`src/rtl/clk_div_hub.sv`:
```
// clk_div_hub: CHANNELS run-time programmable dividers, each producing a one-clock tick and a 50% divided clock.
// Optional build macro CLK_DIV_HUB_CASCADE_EN: channel i>0 advances only on tick[i-1] (decade chain).
module clk_div_hub #(
    parameter int CHANNELS  = 8,
    parameter int CNT_W     = 24,
    parameter int DIV_RESET = 10,
    parameter int CH_W      = (CHANNELS > 1) ? $clog2(CHANNELS) : 1
) (
    input  logic                clk,
    input  logic                rst_n,
    input  logic                cfg_we,
    input  logic [CH_W-1:0]     cfg_ch,
    input  logic [CNT_W-1:0]    cfg_div,
    output logic                cfg_err,
    input  logic [CHANNELS-1:0] ch_en,
    input  logic                sync_restart,
    output logic [CHANNELS-1:0] tick,
    output logic [CHANNELS-1:0] div_clk,
    output logic [CHANNELS-1:0] busy
);

    localparam logic [CH_W:0]    CH_LIMIT = (CH_W + 1)'(CHANNELS);
    localparam logic [CNT_W-1:0] DIV_INIT = CNT_W'(DIV_RESET);
    localparam logic [CNT_W-1:0] CNT_ONE  = CNT_W'(1);
    localparam logic [CNT_W-1:0] CNT_ZERO = CNT_W'(0);

    logic                cfg_bad_s;
    logic                cfg_acc_s;
    logic                cfg_err_d;
    logic                cfg_err_q;
    logic [CHANNELS-1:0] tick_v;

    // Classify the incoming divisor write as accepted or rejected.
    always_comb begin
        cfg_bad_s = (cfg_div == CNT_ZERO) || ({1'b0, cfg_ch} >= CH_LIMIT);
        cfg_acc_s = cfg_we & ~cfg_bad_s;
        cfg_err_d = cfg_we & cfg_bad_s;
    end

    // Rejection pulse register.
    always_ff @(posedge clk or negedge rst_n) begin
        if (!rst_n) begin
            cfg_err_q <= 1'b0;
        end else begin
            cfg_err_q <= cfg_err_d;
        end
    end

    assign cfg_err = cfg_err_q;
    assign tick    = tick_v;

    for (genvar i = 0; i < CHANNELS; i++) begin : g_ch
        logic [CNT_W-1:0] cnt_q, cnt_d;
        logic [CNT_W-1:0] act_q, act_d;
        logic [CNT_W-1:0] shd_q, shd_d;
        logic             pend_q, pend_d;
        logic             tick_q, tick_d;
        logic             dclk_q, dclk_d;
        logic             adv_s, wr_s, wrap_s, apply_s;

        assign wr_s = cfg_acc_s && (cfg_ch == CH_W'(i));

`ifdef CLK_DIV_HUB_CASCADE_EN
        if (i == 0) begin : g_root
            assign adv_s = ch_en[i];
        end else begin : g_link
            assign adv_s = ch_en[i] & tick_v[i-1];
        end
`else
        assign adv_s = ch_en[i];
`endif

        // Counter, divisor hand-over and output next-state; a pending divisor lands only at a period boundary.
        always_comb begin
            wrap_s  = adv_s && (cnt_q >= (act_q - CNT_ONE));
            apply_s = pend_q && (sync_restart || wrap_s || !ch_en[i]);
            act_d   = apply_s ? shd_q : act_q;
            shd_d   = wr_s ? cfg_div : shd_q;
            pend_d  = wr_s | (pend_q & ~apply_s);
            cnt_d   = cnt_q;
            tick_d  = 1'b0;
            dclk_d  = dclk_q;
            if (sync_restart) begin
                cnt_d  = CNT_ZERO;
                dclk_d = 1'b0;
            end else if (adv_s) begin
                cnt_d  = wrap_s ? CNT_ZERO : (cnt_q + CNT_ONE);
                tick_d = wrap_s;
                dclk_d = (cnt_d >= (act_d >> 1));
            end else begin
                cnt_d  = cnt_q;
            end
        end

        // Per-channel state registers.
        always_ff @(posedge clk or negedge rst_n) begin
            if (!rst_n) begin
                cnt_q  <= CNT_ZERO;
                act_q  <= DIV_INIT;
                shd_q  <= DIV_INIT;
                pend_q <= 1'b0;
                tick_q <= 1'b0;
                dclk_q <= 1'b0;
            end else begin
                cnt_q  <= cnt_d;
                act_q  <= act_d;
                shd_q  <= shd_d;
                pend_q <= pend_d;
                tick_q <= tick_d;
                dclk_q <= dclk_d;
            end
        end

        assign tick_v[i]  = tick_q;
        assign div_clk[i] = dclk_q;
        assign busy[i]    = pend_q;
    end

endmodule

```
`config.mk`:
```
export PLATFORM = sky130hd
export DESIGN_NAME = clk_div_hub
export DESIGN_NICKNAME = d
export VERILOG_FILES = /design/src/rtl/clk_div_hub.sv
export SDC_FILE = /design/constraint.sdc
export NUM_CORES = 2
export LEC_CHECK = 0
export BUFFER_PORTS_ARGS = -buffer_cell sky130_fd_sc_hd__buf_2
export CELL_PAD_IN_SITES_DETAIL_PLACEMENT = 0
export CELL_PAD_IN_SITES_GLOBAL_PLACEMENT = 2
export CORE_UTILIZATION = 42
export DETAILED_ROUTE_END_ITERATION = 7
export GPL_TIMING_DRIVEN = 0
export PLACE_DENSITY_LB_ADDON = 0.25
export SYNTH_ARGS = -nofsm -noshare
export SYNTH_HDL_FRONTEND = slang
export SYNTH_SLANG_ARGS = --single-unit
```
`constraint.sdc`:
```
create_clock -name clk -period 6.85 [get_ports clk]
set_input_delay 0.685 -clock clk [delete_from_list [all_inputs] [get_ports clk]]
set_output_delay 0.685 -clock clk [all_outputs]
set_load 0.005 [all_outputs]
```
Word level (Yosys, flattened, before mapping)
Index checks and enable logic that the tools add are counted. W data, S select, Z words.

Equal/unequal tests: 7. Add/sub/neg operators: 16. Bitwise logic cells: 27. Magnitude comparators: 16. Muxes and demuxes: 64. Reductions and logical operators: 58.

Operators with widths (number): $mux W24 (32); $add A24 B1 Y24 const B (8); $ge A24 B23 Y1 (8); $ge A24 B24 Y1 (8); $sub A24 B1 Y24 const B (8); $mux W1 (32); $logic_and A1 B1 Y1 (24); $logic_not A24 Y1 (1); $logic_or A1 B1 Y1 (16); $reduce_bool A2 Y1 (8); $eq A3 B3 Y1 const B (4); $and A1 B1 Y1 (10); $not A1 Y1 (9); $logic_not A1 Y1 (8); $or A1 B1 Y1 (8); $eq A3 B2 Y1 const B (2); $eq A3 B1 Y1 const B (1); $logic_not A3 Y1 (1).

Output and inout port bits: 25. Word-level logic and storage cells: 245. Register bits: 601. Input port bits: 39.

Logic depth before layout (Yosys ltp)
Word-level depth: 10. Gate-level depth with buffers: 27. Depth with buffers taken out: 24.

Least setup slack after synthesis
No wires, ideal clock.

Kind: register -> register. Start point: reg g_ch[5].act_q[7]. End point: reg g_ch[5].dclk_q. Path slack: 0.734 ns. Data arrival time: 5.978 ns. Path buffers: 1. Stages on the path, launching flop included: 23. Clock period less this slack: 6.116 ns. Cells stage by stage: dfrtp_1 > or4_1 > or4_1 > or3_1 > or2_2 > nor3_1 > xnor2_1 > ha_1 > a21o_1 > a21o_1 > a221oi_1 > o211ai_1 > o21ai_1 > buf_2 > mux2i_1 > ha_1 > a21oi_1 > o21ai_0 > or4_1 > a2111oi_0 > nor4_1 > o2111ai_1 > a311oi_1.

Word-level cells in the longest chain between the ends: 10.

RTL lines: start: declaration (RTL line 54) `logic [CNT_W-1:0] act_q, act_d;`; start signal: assignment (RTL line 106) `act_q <= act_d;`; $sub A24 B1 Y24 (RTL line 75) `wrap_s = adv_s && (cnt_q >= (act_q - CNT_ONE));`; $ge A24 B24 Y1 (RTL line 75); $logic_and A1 B1 Y1 (RTL line 75); $logic_or A1 B1 Y1 (2 in a row) (RTL line 76) `apply_s = pend_q && (sync_restart || wrap_s || !ch_en[i]);`; $logic_and A1 B1 Y1 (RTL line 76); $mux W24 (RTL line 77) `act_d = apply_s ? shd_q : act_q;`; $ge A24 B23 Y1 * (RTL line 89) `dclk_d = (cnt_d >= (act_d >> 1));`; $mux W1 * (RTL line 86) `end else if (adv_s) begin`; $mux W1 * (RTL line 83) `if (sync_restart) begin`; end signal: assignment (RTL line 110) `dclk_q <= dclk_d;`; end: declaration (RTL line 58) `logic dclk_q, dclk_d;`.

Every way passes the cells marked *; elsewhere a longest branch is shown, timed or not. The select of a mux whose other input is x is not followed. A chain may end at the register's enable or synchronous reset.

Final worst setup path
Same ends and word-level chain as after synthesis.

==> impl_metrics.py <==
metrics = {
    "yosys": {
        "synth_cell_types": 68,
        "yosys.area.top_type_share_pct": 35.0,
        "yosys_register_bits": 601,
        "synth_top_cell_by_area": "dfrtp_1",
        "ys.warnings.count": 0,
        "ys_async_sr_fraction_pct": 100,
        "synth_area_mm2": 0.0407,
        "yosysSeqAreaShare_pct": 37.0,
        "synthCells": 4179,
        "synth_fp_nets": 4610,
        "synth_area_leaders": "dfrtp_1 35%, ha_1 12%, mux2_2 8.8%",
        "synth_ff_type": "dfrtp_1",
        "synth-edff-count": 0,
        "synth_area_per_cell_um2": 9.75,
    },
    "detailed_routing": {
        "vias": 31200,
        "first_pass_iters": 5,
        "first_iter_violations": 2102,
        "via_per_inst": 5.52,
        "drc": 0,
        "ant_nets": 0,
        "drt-total-wl_um": 118000,
        "avgRoutedWirePerCell_um": 20.8,
    },
    "cts": {
        "cts-root-buf": "clkbuf_16",
        "cts_buffer_depth": 3,
        "cts_sinks": 601,
        "clk-insertion-delay-late_ns": 0.64,
        "cts_hold_buf": 0,
        "cts_tree": "yes",
        "clk_pin_slew_ns": 0.06,
        "cts_made_buffers": 75,
        "cts_max_level": 3,
    },
    "sta": {
        "rsz0062_at_grt": "yes",
        "timing.final.max_slew_violations": 0,
        "fin_crit_sh_pct": 96.3,
        "maxSlewHeadroom_pct": 6.93,
        "period_minus_slack_ns": 6.60,
        "finalHoldViolations": 0,
        "tightest_slew_ns": 1.40,
        "finalSetupViolCount": 0,
        "fmax_mhz": 152,
        "setup_ws_ns": 0.251,
        "holdWs_ns": 0.0686,
        "fin_skew_ns": 0.0194,
    },
    "setup_path": {
        "ff2ff_path_depth": 24,
        "cp_top_family": "simple AND/OR/NAND/NOR gates",
        "worstSetupPathType": "reg2reg",
        "cp-start-kind": "flop",
        "cpPeakStageDelay_ns": 0.58,
        "crit_buf_inv": 3,
        "cp.required_ns": 7.29,
        "arrival_ns": 7.04,
        "end_kind": "flop",
        "crit_slowest_cell": "or4_4",
        "path_depth": 24,
        "cp_max_fo": 10,
        "crit_path_cell_trace": "or4_4, or4_1, or3_4, or2_2, nor3_2, xnor2_1, ha_1, a21o_1, a21o_1, a221oi_1, o211ai_1, buf_4, o21ai_4, buf_12, buf_8, mux2i_4, ha_1, a21oi_1, o21ai_0, or4_1, a2111oi_4, nor4_2, o2111ai_1, a311oi_1",
    },
    "placement": {
        "post-dp-hpwl_um": 86400,
        "routabilityCongestion": 0.849,
        "io_buffers": 52,
        "preCtsSetupSlack_ns": -1.12,
    },
    "die": {
        "die_h_um": 313,
        "die_w_um": 313,
        "dieArea_mm2": 0.0982,
        "core_area_mm2": 0.0956,
        "io_pins": 64,
        "initial_core_util_pct": 42.6,
        "rows": 113,
    },
    "power_and_ir_drop": {
        "peakVddDrop_mv": 0.251,
        "powerDensity_mw_per_mm2": 295,
        "leakage_nw": 21.7,
    },
    "finish": {
        "area_growth_pct": 12.5,
        "ff_latch_area_mm2": 0.0151,
        "layout-drive-gt1-share_pct": 15.5,
        "nets": 4759,
        "multi_input_comb_area_mm2": 0.0245,
        "fillers": 9148,
    },
    "flow_run": {
        "cap_violations": 0,
    },
    "global_routing": {
        "grt_use_total_pct": 24.1,
        "antenna_found_initial": 15,
        "grt_pass1_wl_um": 185000,
        "grt_overflow_total": 0,
        "grt_max_degree": 112,
        "grt_pass1_vias": 30600,
    },
    "min_path": {
        "min_path_type": "in2async",
    },
    "run_status": {
        "outcome": "completed",
    },
}
[timing repair]
item,4_1_cts,5_1_grt
pin swaps,4,5
cloned,0,0
setup endpoints to repair,7,8
setup buffers,4,12
gates resized for setup,32,49
[cell usage in the layout, fill, tap and decap left out, drive strengths merged, types with 16 or more instances in the layout]
| master | count |
|---|---|
| nand2b | 49 |
| a211oi | 22 |
| nand4 | 75 |
| nand3 | 111 |
| clkbuf | 229 |
| xor2 | 111 |
| clkinv | 23 |
| and3 | 59 |
| and2 | 18 |
| dfrtp | 569 |
| nand2 | 237 |
| a221o | 18 |
| or4 | 28 |
| nor4 | 56 |
| a22oi | 16 |
| and4 | 19 |
| dfstp | 32 |
| mux2i | 192 |
| a21o | 81 |
| nand3b | 36 |
| inv | 143 |
| ha | 392 |
| o31ai | 25 |
| a31oi | 67 |
| buf | 134 |
| nor2b | 35 |
| nor2 | 367 |
| o21ai | 154 |
| or2 | 22 |
| mux2 | 318 |
| or3 | 40 |
| nor3 | 133 |
| a21oi | 220 |
| xnor2 | 227 |
[sequential cells by signal (all words and copies together), names as in the netlist]
signal and cells:
g_ch.cnt_q 192, g_ch.tick_q 8, g_ch.shd_q 192, cfg_err 1
g_ch.dclk_q 8, g_ch.pend_q 8, g_ch.act_q 192
[layer usage]
metal / up-vias / wire length [µm] / GRT usage, %
li1: 15500 / - / -
met1: 15100 / 58100 / 35.9
met2: 536 / 52200 / 37.1
met3: 137 / 5000 / 2.87
met4: 6 / 2580 / 5.93
met5: - / 31 / 0
[report_power, final]
part | total (mW) | internal, mW | switching [mW]
registers | 5.29 | 4.38 | 0.915
logic | 3.97 | 1.88 | 2.09
clock network | 4.26 | 2.55 | 1.71
[final timing paths]
kind | startpoint | to | slack (ns)
worst max-delay path | g_ch[5].act_q[7] | g_ch[5].dclk_q | 0.25
worst min-delay path | rst_n | g_ch[6].cnt_q[16] | 0.07
worst max register to register | g_ch[5].act_q[7] | g_ch[5].dclk_q | 0.25
worst min register to register | g_ch[1].shd_q[0] | g_ch[1].act_q[0] | 0.50
max in group asynchronous | rst_n | g_ch[7].act_q[3] | 5.25
min in group clk | ch_en[2] | g_ch[2].cnt_q[1] | 0.39
[cell families (layout without fill, tap and decap cells)]
family	Yosys count	after routing	synth area share [%]
AOI/OAI and AO/OA	701	701	10.8
xor gates and xnor gates	338	338	7.27
adders and majority gates	392	392	12.0
buffers and inverters	336	546	3.40
DFF	601	601	37.0
muxes	510	510	13.5
other	0	4	0
and+or+nand+nor	1301	1301	16.0
[final cells by class]
class	instances	area share, %
multi-input combinational	3242	53.5
antenna	4	0.0218
buffer	197	2.00
sequential	601	32.9
clock buffer	92	4.50
timing repair buffer	74	1.21
clock inverter	46	1.26
inverter	137	1.12
tap	1265	3.45
[through the flow]
stage	setup TNS (ns)	total power, mW	instance area (µm²)	utilization, %	instances
after floorplan	0	8.03	40700	-	4179
after global placement	-4849.26	9.15	42600	44.5	5496
after detailed placement	-3.20	9.24	42700	44.7	5502
after CTS	0	13.6	45500	47.6	5643
after global routing	-0.170	14.5	45800	47.9	5654
final	0	13.5	45800	48.0	5658
[cells in the mapped netlist (25+ instances only)]
library cell	n
mux2_2	318
a31oi_1	67
nand2_1	237
nor2b_1	35
o31ai_1	25
xnor2_1	227
mux2i_1	192
dfstp_2	32
xor2_1	111
clkbuf_1	135
ha_1	392
or3_1	39
inv_1	135
or4_1	25
nor2_1	367
nand3_1	111
and3_1	59
nand2b_1	49
nor4_1	55
dfrtp_1	569
nand4_1	75
buf_2	27
nand3b_1	36
a21o_1	81
a21oi_1	219
o21ai_0	152
nor3_1	133
[worst register-to-register path, delay by kind of cell, from the launching register on]
kind	cells	cell delay, ns
XOR/XNOR	1	0.15
AO/OA/AOI/OAI	10	1.97
adder cells (fa/ha/maj)	2	0.54
AND/OR/NAND/NOR	7	2.57
buffers and inverters	3	0.50
multiplexers	1	0.27
flip-flops	1	0.42
(Power assumes the default switching activity.)
